==> src/rtl/line_window_3row_if.sv <==
// Pixel-in / column-out bundle of the 3-row line window.
// The slave modport is the window block; the master modport is the pixel source and column consumer.
interface line_window_3row_if #(
    parameter int DATA_WIDTH = 8
);
    logic [DATA_WIDTH-1:0] i_data;
    logic                  i_valid;
    logic                  o_ready;
    logic [DATA_WIDTH-1:0] o_top;
    logic [DATA_WIDTH-1:0] o_mid;
    logic [DATA_WIDTH-1:0] o_bot;
    logic                  o_valid;
    logic [9:0]            o_row;
    logic [9:0]            o_col;
    logic                  o_frame_done;

    // A pixel moves on a cycle with i_valid & o_ready. The source holds i_data/i_valid until then.
    // o_valid is a one-cycle strobe and cannot be stalled: the consumer takes every column it sees.
    modport slave (
        input  i_data, i_valid,
        output o_ready, o_top, o_mid, o_bot, o_valid, o_row, o_col, o_frame_done
    );
    modport master (
        output i_data, i_valid,
        input  o_ready, o_top, o_mid, o_bot, o_valid, o_row, o_col, o_frame_done
    );
endinterface

==> src/rtl/line_window_3row.sv <==
// Turns a raster pixel stream into vertically aligned 3-pixel columns (rows r-2, r-1, r).
// Two line memories delay each pixel by one and two rows.
module line_window_3row #(
    parameter int COLS       = 7,
    parameter int ROWS       = 7,
    parameter int DATA_WIDTH = 8
) (
    input  logic                 clk,
    input  logic                 rst,
    line_window_3row_if.slave    bus,
    output logic [1:0]           o_dbg_state
);
    typedef enum logic [1:0] {S_IDLE, S_FILL, S_STREAM, S_DONE} state_t;

    localparam int         CW       = $clog2(COLS);
    localparam logic [9:0] LAST_COL = 10'(COLS - 1);
    localparam logic [9:0] LAST_ROW = 10'(ROWS - 1);

    state_t                r_state;
    state_t                w_next;
    logic [DATA_WIDTH-1:0] r_line0 [COLS];
    logic [DATA_WIDTH-1:0] r_line1 [COLS];
    logic [9:0]            r_c;
    logic [9:0]            r_r;
    logic [DATA_WIDTH-1:0] r_top;
    logic [DATA_WIDTH-1:0] r_mid;
    logic [DATA_WIDTH-1:0] r_bot;
    logic [9:0]            r_row;
    logic [9:0]            r_col;
    logic                  r_valid;
    logic                  r_frame_done;

    logic                  w_ready;
    logic                  w_accept;
    logic                  w_col_last;
    logic                  w_row_last;
    logic [CW-1:0]         w_idx;

    assign w_ready    = ~rst & (r_state != S_DONE);
    assign w_accept   = bus.i_valid & w_ready;
    assign w_col_last = (r_c == LAST_COL);
    assign w_row_last = (r_r == LAST_ROW);
    assign w_idx      = r_c[CW-1:0];

    always_ff @(posedge clk) begin
        if (rst) r_state <= S_IDLE;
        else     r_state <= w_next;
    end

    always_comb begin
        w_next = r_state;
        case (r_state)
            S_IDLE:   if (w_accept) w_next = S_FILL;
            S_FILL:   if (w_accept && r_r == 10'd1 && w_col_last) w_next = S_STREAM;
            S_STREAM: if (w_accept && w_row_last && w_col_last) w_next = S_DONE;
            S_DONE:   w_next = S_IDLE;
            default:  w_next = S_IDLE;
        endcase
    end

    // Row counter wraps on the frame's last pixel so IDLE always starts at c=r=0.
    always_ff @(posedge clk) begin
        if (rst) begin
            r_c <= '0;
            r_r <= '0;
        end else if (w_accept) begin
            if (w_col_last) begin
                r_c <= '0;
                r_r <= w_row_last ? 10'd0 : r_r + 10'd1;
            end else begin
                r_c <= r_c + 10'd1;
            end
        end
    end

    // No reset: rows 0 and 1 of every frame overwrite both lines before they are read.
    always_ff @(posedge clk) begin
        if (w_accept) begin
            r_line1[w_idx] <= r_line0[w_idx];
            r_line0[w_idx] <= bus.i_data;
        end
    end

    always_ff @(posedge clk) begin
        if (rst) begin
            r_top        <= '0;
            r_mid        <= '0;
            r_bot        <= '0;
            r_row        <= '0;
            r_col        <= '0;
            r_valid      <= 1'b0;
            r_frame_done <= 1'b0;
        end else begin
            r_valid      <= w_accept && (r_state == S_STREAM);
            r_frame_done <= w_accept && (r_state == S_STREAM) && w_row_last && w_col_last;
            if (w_accept) begin
                r_bot <= bus.i_data;
                r_mid <= r_line0[w_idx];
                r_top <= r_line1[w_idx];
                r_row <= r_r;
                r_col <= r_c;
            end
        end
    end

    assign bus.o_ready      = w_ready;
    assign bus.o_top        = r_top;
    assign bus.o_mid        = r_mid;
    assign bus.o_bot        = r_bot;
    assign bus.o_row        = r_row;
    assign bus.o_col        = r_col;
    assign bus.o_valid      = r_valid;
    assign bus.o_frame_done = r_frame_done;
    assign o_dbg_state      = r_state;
endmodule
==> src/flat_wrapper.sv <==
// flat-port wrapper written by rule: the top's interface ports become plain ports
module line_window_3row_flat 
#(
    parameter int COLS       = 7,
    parameter int ROWS       = 7,
    parameter int DATA_WIDTH = 8
)
  (clk, rst, o_dbg_state, bus_i_data, bus_i_valid, bus_o_ready, bus_o_top, bus_o_mid, bus_o_bot, bus_o_valid, bus_o_row, bus_o_col, bus_o_frame_done);
  line_window_3row_if #(.DATA_WIDTH(DATA_WIDTH)) bus_i ();
  input  logic clk;
  input  logic rst;
  output logic [1:0] o_dbg_state;
  input wire logic [$bits(bus_i.i_data)-1:0] bus_i_data;
  input wire logic [$bits(bus_i.i_valid)-1:0] bus_i_valid;
  output wire logic [$bits(bus_i.o_ready)-1:0] bus_o_ready;
  output wire logic [$bits(bus_i.o_top)-1:0] bus_o_top;
  output wire logic [$bits(bus_i.o_mid)-1:0] bus_o_mid;
  output wire logic [$bits(bus_i.o_bot)-1:0] bus_o_bot;
  output wire logic [$bits(bus_i.o_valid)-1:0] bus_o_valid;
  output wire logic [$bits(bus_i.o_row)-1:0] bus_o_row;
  output wire logic [$bits(bus_i.o_col)-1:0] bus_o_col;
  output wire logic [$bits(bus_i.o_frame_done)-1:0] bus_o_frame_done;
  assign bus_i.i_data = bus_i_data;
  assign bus_i.i_valid = bus_i_valid;
  assign bus_o_ready = bus_i.o_ready;
  assign bus_o_top = bus_i.o_top;
  assign bus_o_mid = bus_i.o_mid;
  assign bus_o_bot = bus_i.o_bot;
  assign bus_o_valid = bus_i.o_valid;
  assign bus_o_row = bus_i.o_row;
  assign bus_o_col = bus_i.o_col;
  assign bus_o_frame_done = bus_i.o_frame_done;
  line_window_3row #(.COLS(COLS), .ROWS(ROWS), .DATA_WIDTH(DATA_WIDTH)) u_core (.clk(clk), .rst(rst), .bus(bus_i), .o_dbg_state(o_dbg_state));
endmodule
==> config.mk <==
export PLATFORM = sky130hd
export DESIGN_NAME = line_window_3row_flat
export DESIGN_NICKNAME = d
export VERILOG_FILES = /design/src/rtl/line_window_3row_if.sv /design/src/rtl/line_window_3row.sv /design/src/flat_wrapper.sv
export SDC_FILE = /design/constraint.sdc
export NUM_CORES = 1
export LEC_CHECK = 0
export ABC_AREA = 0
export CORE_ASPECT_RATIO = 0.75
export CORE_MARGIN = 1.5
export CORE_UTILIZATION = 45
export DETAILED_ROUTE_END_ITERATION = 10
export GPL_TIMING_DRIVEN = 0
export MAX_ROUTING_LAYER = met4
export PLACE_DENSITY_LB_ADDON = 0.2
export SLEW_MARGIN = 20
export SYNTH_ARGS = -nofsm -noshare
export SYNTH_HDL_FRONTEND = slang
export SYNTH_SLANG_ARGS = --single-unit
==> constraint.sdc <==
create_clock -name clk -period 4.15 [get_ports clk]
set_input_delay 0.83 -clock clk [delete_from_list [all_inputs] [get_ports clk]]
set_output_delay 0.83 -clock clk [all_outputs]
set_load 0.005 [all_outputs]
==> results of run 1 <==
[cell usage in the layout (no fill, tap or decap), types with 5 or more instances in the layout]
master	instances
nand3_1	5
dfxtp_1	71
mux2i_1	26
buf_6	5
xor2_1	12
buf_1	5
clkbuf_16	17
buf_2	8
nor3_2	5
mux2_2	8
buf_4	11
o21ai_0	26
clkdlybuf4s50_1	59
a21oi_1	5
clkbuf_1	16
and3_1	5
ha_1	10
nand2b_1	5
inv_1	5
nand2_1	95
nor2_1	20
nand3b_1	40
mux4_2	16
edfxtp_1	112
[cells by family after synthesis]
kind of cell	synth area share
simple gates	0.145
flops	0.664
mux	0.0987
compound gates	0.0320
buf+inv	0.0245
xor+xnor	0.0182
fa+ha+maj	0.0174
[state kept, by name, summed over array words and instances, names as in the netlist, 2 cells and up, named ones only]
| register | flops |
|---|---|
| u_core.r_line1 | 56 |
| u_core.bus.o_row | 10 |
| u_core.bus.o_top | 8 |
| u_core.o_dbg_state | 2 |
| u_core.r_c | 10 |
| u_core.bus.o_bot | 8 |
| u_core.bus.o_col | 10 |
| u_core.r_line0 | 56 |
| u_core.r_r | 10 |
| u_core.bus.o_mid | 8 |
[power breakdown]
group	internal, uW	leakage (uW)	switching (uW)	total, uW
Clock	949	0.000288	689	1640
Combinational	174	0.00120	190	364
Sequential	1990	0.00159	29.2	2020
Total	3110	0.00308	908	4020
[path summary, 6_finish.rpt]
check,startpoint,to,slack [ns],cells past startpoint
setup / recovery,rst,u_core.r_line0[0][5],0.97,8
hold / removal,u_core.bus.o_col[2],u_core.bus.o_col[2],0.45,2
setup reg to reg,u_core.o_dbg_state[0],u_core.r_line0[0][5],1.41,7
hold reg to reg,u_core.bus.o_col[2],u_core.bus.o_col[2],0.45,2
[tightest hold or removal path, stage by stage, from the launching register on]
cell	delay (ns)
dfxtp_1	0.31
nand2_1	0.05
nand2_1	0.04
[metrics by stage]
| step | cells | area, um2 | power (uW) | TNS, ns | utilization |
|---|---|---|---|---|---|
| CTS | 844 | 8800 | 4050 | 0 | 0.571 |
| global route | 844 | 8800 | 4170 | 0 | 0.571 |
| finish | 844 | 8800 | 4020 | 0 | 0.571 |
| floorplan | 535 | 7200 | 2250 | 0 | - |
| detailed placement | 812 | 8200 | 2420 | 0 | 0.531 |
| global placement | 799 | 8050 | 2400 | -69.02 | 0.522 |
[cell type report]
| type | count | area (um2) |
|---|---|---|
| fill | 1264 | 6620 |
| sequential | 183 | 4780 |
| multi-input combinational | 314 | 2270 |
| timing repair buffer | 72 | 706 |
| clock buffer | 17 | 425 |
| tap | 205 | 256 |
| clock inverter | 15 | 176 |
| buffer | 33 | 158 |
| inverter | 5 | 18.8 |
[metal layers]
layer / wire length (um) / track usage / vias to the layer above
met5: 0 / - / -
met4: 285 / 0.0805 / 0
met3: 798 / 0.0423 / 23
met2: 6890 / 0.293 / 119
met1: 7480 / 0.291 / 2216
li1: - / - / 2106
==> results.ini, run 1 <==
[power_and_ir_drop]
p_leak_uw = 0.00308
vdd_drop_max_uv = 331
power_density_mw_per_mm2 = 457

[die]
die_w_um = 149
die_y_um = 113
start_util = 0.467
dieArea_mm2 = 0.0168
ios = 60
rows = 39
core_area_mm2 = 0.0154

[synthesis]
synthArstFlopShare = 0
yosysTopAreaCellShare = 0.467
synth_area_leader_cell = edfxtp_1
ys_top_cells_by_count = edfxtp_1, nand2_1, dfxtp_1, nand3b_1
ys_seq_area_frac = 0.664
yosys_warnings = 0
postSynthCellCount = 535
synthMostInstantiatedCell = edfxtp_1
ys_types = 46
syn_avg_cell_area_um2 = 13.5
ys_seq_elements = 183
synth_area_mm2 = 0.00720
ys_top_cells_by_area = edfxtp_1, dfxtp_1, mux4_2
synth_nets = 556
synth-edff-count = 112
ys.flop_type = edfxtp_1

[global_route]
grt_pass1_vias = 4405
grt_use_total = 0.206
grt_antenna_before_repair = 0
grt_max_degree = 17
grt_pass1_wl_mm = 24.6
grt.overflow.total = 0

[cells_and_area]
nets = 647
synthToLayoutAreaGrowth_pct = 22.2
antenna_cells = 0
drive_above_1_share = 0.150

[timing]
slew_headroom = 0.487
worst_slack_ns = 0.969
drv_slew = 0
final_hold_viol_count = 0
rsz0062_at_grt = no
fin_crit_sh = 0.767
post-route-min-period_ns = 3.18
finalSetupViolations = 0
worstMarginPinSlew_ns = 0.763
fmax_ghz = 0.314
fin_hold_ws_ns = 0.449
finClkSkew_ns = 0.00816

[cts]
htreeDepth = 4
cts_tree = built
cts_resized = 0
root_buffer = clkbuf_16
hold_buffers = 0
path_clk_slew_ns = 0.06
clk_latency_ns = 0.43
cts_setup_buffers = 0
cts.sinks = 183
numCtsBuffers = 17
clockBufferDepth = 2

[placement]
port_buffers = 59
pre_cts_ws_ns = 0.567
gp_congestion = 0.804
dp_hpwl_mm = 10.6

[route]
drt_pass1_iterations = 5
routed_wl_mm = 15.5
drtIter0Drc = 360
drt-vias-per-instance = 5.29
vias = 4464
wl_per_cell_um = 18.3
drtAntennaViolNets = 0
drc = 0

[worst_hold_path]
min_path_type = flop to flop

[worst_setup_path]
endpoint_kind = flop
slowest_delay_ns = 0.64
cp.required_ns = 4.28
crit_path_start_kind = primary input
crit_fanout = 10
critical_path_class = primary input to flop
arrival_ns = 3.31
cp_cell_sequence = clkdlybuf4s50_1 -> buf_2 -> nor2_1 -> nand2_1 -> buf_2 -> buf_1 -> nor4_2 -> buf_2
cpMaxStageDelayCell = nor4_2
critPathBufInv = 5
cp_top_family = buffers and inverters
cpMostUsedCell = buf_2

[run_status]
outcome = complete, no violations

[job]
drv_cap = 0

Power figures use the tool's default switching activity.
==> inputs of run 2 (changes only) <==
- clock period: 4.15 -> 2.7 ns (I/O delays scaled with it)
==> results.ini, run 2 (synthesized netlist as in run 1, its figures left out) <==
[cts]
numCtsBuffers = 17  ; unchanged
path_clk_slew_ns = 0.07  ; about the same
root_buffer = clkbuf_16
clk_latency_ns = 0.43  ; about the same
clockBufferDepth = 2  ; unchanged
cts.sinks = 183  ; unchanged
cts_tree = built
htreeDepth = 4  ; unchanged
hold_buffers = 0  ; unchanged

[worst_setup_path]
rr_worst_depth = 6  ; -1
critical_path_class = primary input to flop
r2r-end = u_core.bus.o_mid[1]
cp.required_ns = 2.83  ; -1.45 ns
crit_fanout = 19  ; +9
cpMaxStageDelayCell = clkdlybuf4s50_1
critPathBufInv = 5  ; unchanged
cp_cell_sequence = clkdlybuf4s50_1 -> buf_2 -> nor2_1 -> nand2_1 -> buf_2 -> nor3_2 -> buf_4 -> buf_4
crit_cells = 8  ; unchanged
slowest_delay_ns = 0.43  ; -0.21 ns
arrival_ns = 2.65  ; -0.66 ns
endpoint_kind = flop
crit_path_start_kind = primary input
r2r-start = u_core.o_dbg_state[0]
cp-startpoint = rst
r2r_slack_ns = 0.26  ; -1.15 ns
cp_top_family = buffers and inverters
endpoint = u_core.r_line0[3][0]

[route]
drtIter0Drc = 389  ; +8.1%
drt_pass1_iterations = 4  ; -1
drc = 0  ; unchanged
drt-vias-per-instance = 5.23  ; -1.2%
drtAntennaViolNets = 0  ; unchanged
wl_per_cell_um = 18.3  ; about the same
routed_wl_mm = 15.4  ; -0.16%
vias = 4405  ; -1.3%

[placement]
pre_cts_ws_ns = -0.686  ; -1.25 ns
port_buffers = 59  ; unchanged
dp_hpwl_mm = 10.7  ; +1.4%
gp_congestion = 0.802  ; -0.30%
dp_cells = 810  ; -0.25%

[die]
start_util = 0.467  ; unchanged
rows = 39  ; unchanged
dieArea_mm2 = 0.0168  ; unchanged
die_y_um = 113  ; unchanged
die_w_um = 149  ; unchanged
core_area_mm2 = 0.0154  ; unchanged
ios = 60  ; unchanged

[cells_and_area]
drive_above_1_share = 0.147  ; -0.00290
top_regs = u_core.r_line0: 56 flops, u_core.r_line1: 56 flops
layout_common_cells = edfxtp_1, nand2_1, dfxtp_1
final_common_cell = edfxtp_1
fin_cells = 843  ; -0.12%
nets = 646  ; -0.15%
antenna_cells = 0  ; unchanged
synthToLayoutAreaGrowth_pct = 21.8

[run_status]
outcome = complete, no violations

[worst_hold_path]
min_path_type = flop to flop

[timing]
final_hold_viol_count = 0  ; unchanged
worstMarginPinSlew_ns = 0.791  ; +0.0286 ns
fmax_ghz = 0.397
rsz0062_at_grt = no
fin_crit_sh = 0.933
fin_hold_ws_ns = 0.460  ; +0.0101 ns
post-route-min-period_ns = 2.52
slew_headroom = 0.473  ; -0.0148
worst_slack_ns = 0.181  ; -0.788 ns
finalSetupViolations = 0  ; unchanged
finClkSkew_ns = 0.0130  ; +0.00487 ns
drv_slew = 0  ; unchanged

[global_route]
grt_use_total = 0.205  ; -0.00106
grt_antenna_before_repair = 0  ; unchanged
grt.overflow.total = 0  ; unchanged
grt_max_degree = 20  ; +3
grt_pass1_wl_mm = 24.5  ; -0.42%
grt_pass1_vias = 4320  ; -1.9%

[job]
drv_cap = 0  ; unchanged

[power_and_ir_drop]
vdd_drop_max_uv = 365  ; +11%
power_uw = 6040  ; +50%
p_leak_uw = 0.00305  ; -0.82%
power_density_mw_per_mm2 = 688  ; +51%

==> run 2: changes by cell type in the layout (fill, tap and decap cells not counted), moves of 2 or more <==
| cell | before | now |
|---|---|---|
| buf_2 | 8 | 6 |
| buf_4 | 11 | 13 |
| clkinv_4 | 3 | 1 |
| inv_6 | 3 | 1 |
==> run 2: what timing repair did <==
item | CTS | global route
pin swaps | 2 | 0
cloned | 0 | 0
resized for setup | 1 | 1
hold endpoints to repair | 0 | 0
setup buffers | 3 | 0
endpoints found under the setup margin | 42 | 19
==> run 2: worst min-delay path by stage <==
stage / start / endpoint / slack, ns / cells after the start
global placement: u_core.bus.o_col[2] / u_core.bus.o_col[2] / 0.43 / 2
global route: u_core.bus.o_mid[4] / u_core.bus.o_mid[4] / 0.48 / 2
floorplan: u_core.bus.o_col[2] / u_core.bus.o_col[2] / 0.44 / 2
CTS: u_core.bus.o_col[2] / u_core.bus.o_col[2] / 0.47 / 2
finish: u_core.bus.o_col[2] / u_core.bus.o_col[2] / 0.46 / 2
detailed placement: u_core.bus.o_col[2] / u_core.bus.o_col[2] / 0.46 / 2
==> run 2: worst register-to-register path, cell delays in order (launching register included) <==
cell and delay (ns):
dfxtp_1 0.36, ha_1 0.25, nor3b_2 0.46, clkbuf_1 0.47, buf_1 0.58, nand2_1 0.18, nand2_1 0.09
==> run 2: cell type report <==
cell class | instances | area [um2]
Buffer | 31 | 150
Timing Repair Buffer | 73 | 714
Inverter | 5 | 18.8
Clock buffer | 18 | 429
Multi-Input combinational cell | 314 | 2290
Tap cell | 205 | 256
Fill cell | 1278 | 6650
Clock inverter | 14 | 133
Sequential cell | 183 | 4780
==> run 2: per-layer routing <==
metal | GRT usage | part of all wire | vias up
met4 | 0.0614 | 0.0056 | 0
met2 | 0.293 | 0.44 | 120
met3 | 0.0480 | 0.062 | 6
met5 | - | 0 | -
li1 | - | - | 2112
met1 | 0.292 | 0.49 | 2167
==> run 2: report_power, final <==
| part | internal, uW | total [uW] | switching [uW] | leakage, uW |
|---|---|---|---|---|
| clock network | 1350 | 2380 | 1030 | 0.000263 |
| logic | 268 | 554 | 286 | 0.00120 |
| registers | 3060 | 3100 | 45.3 | 0.00159 |
==> run 2: stage by stage <==
stage / TNS, ns / cell area, um2 / util
floorplan: -11.50 / 7210 / -
global placement: -167.24 / 8060 / 0.522
detailed placement: -33.27 / 8190 / 0.531
CTS: 0 / 8780 / 0.569
global route: 0 / 8770 / 0.569
finish: 0 / 8770 / 0.569
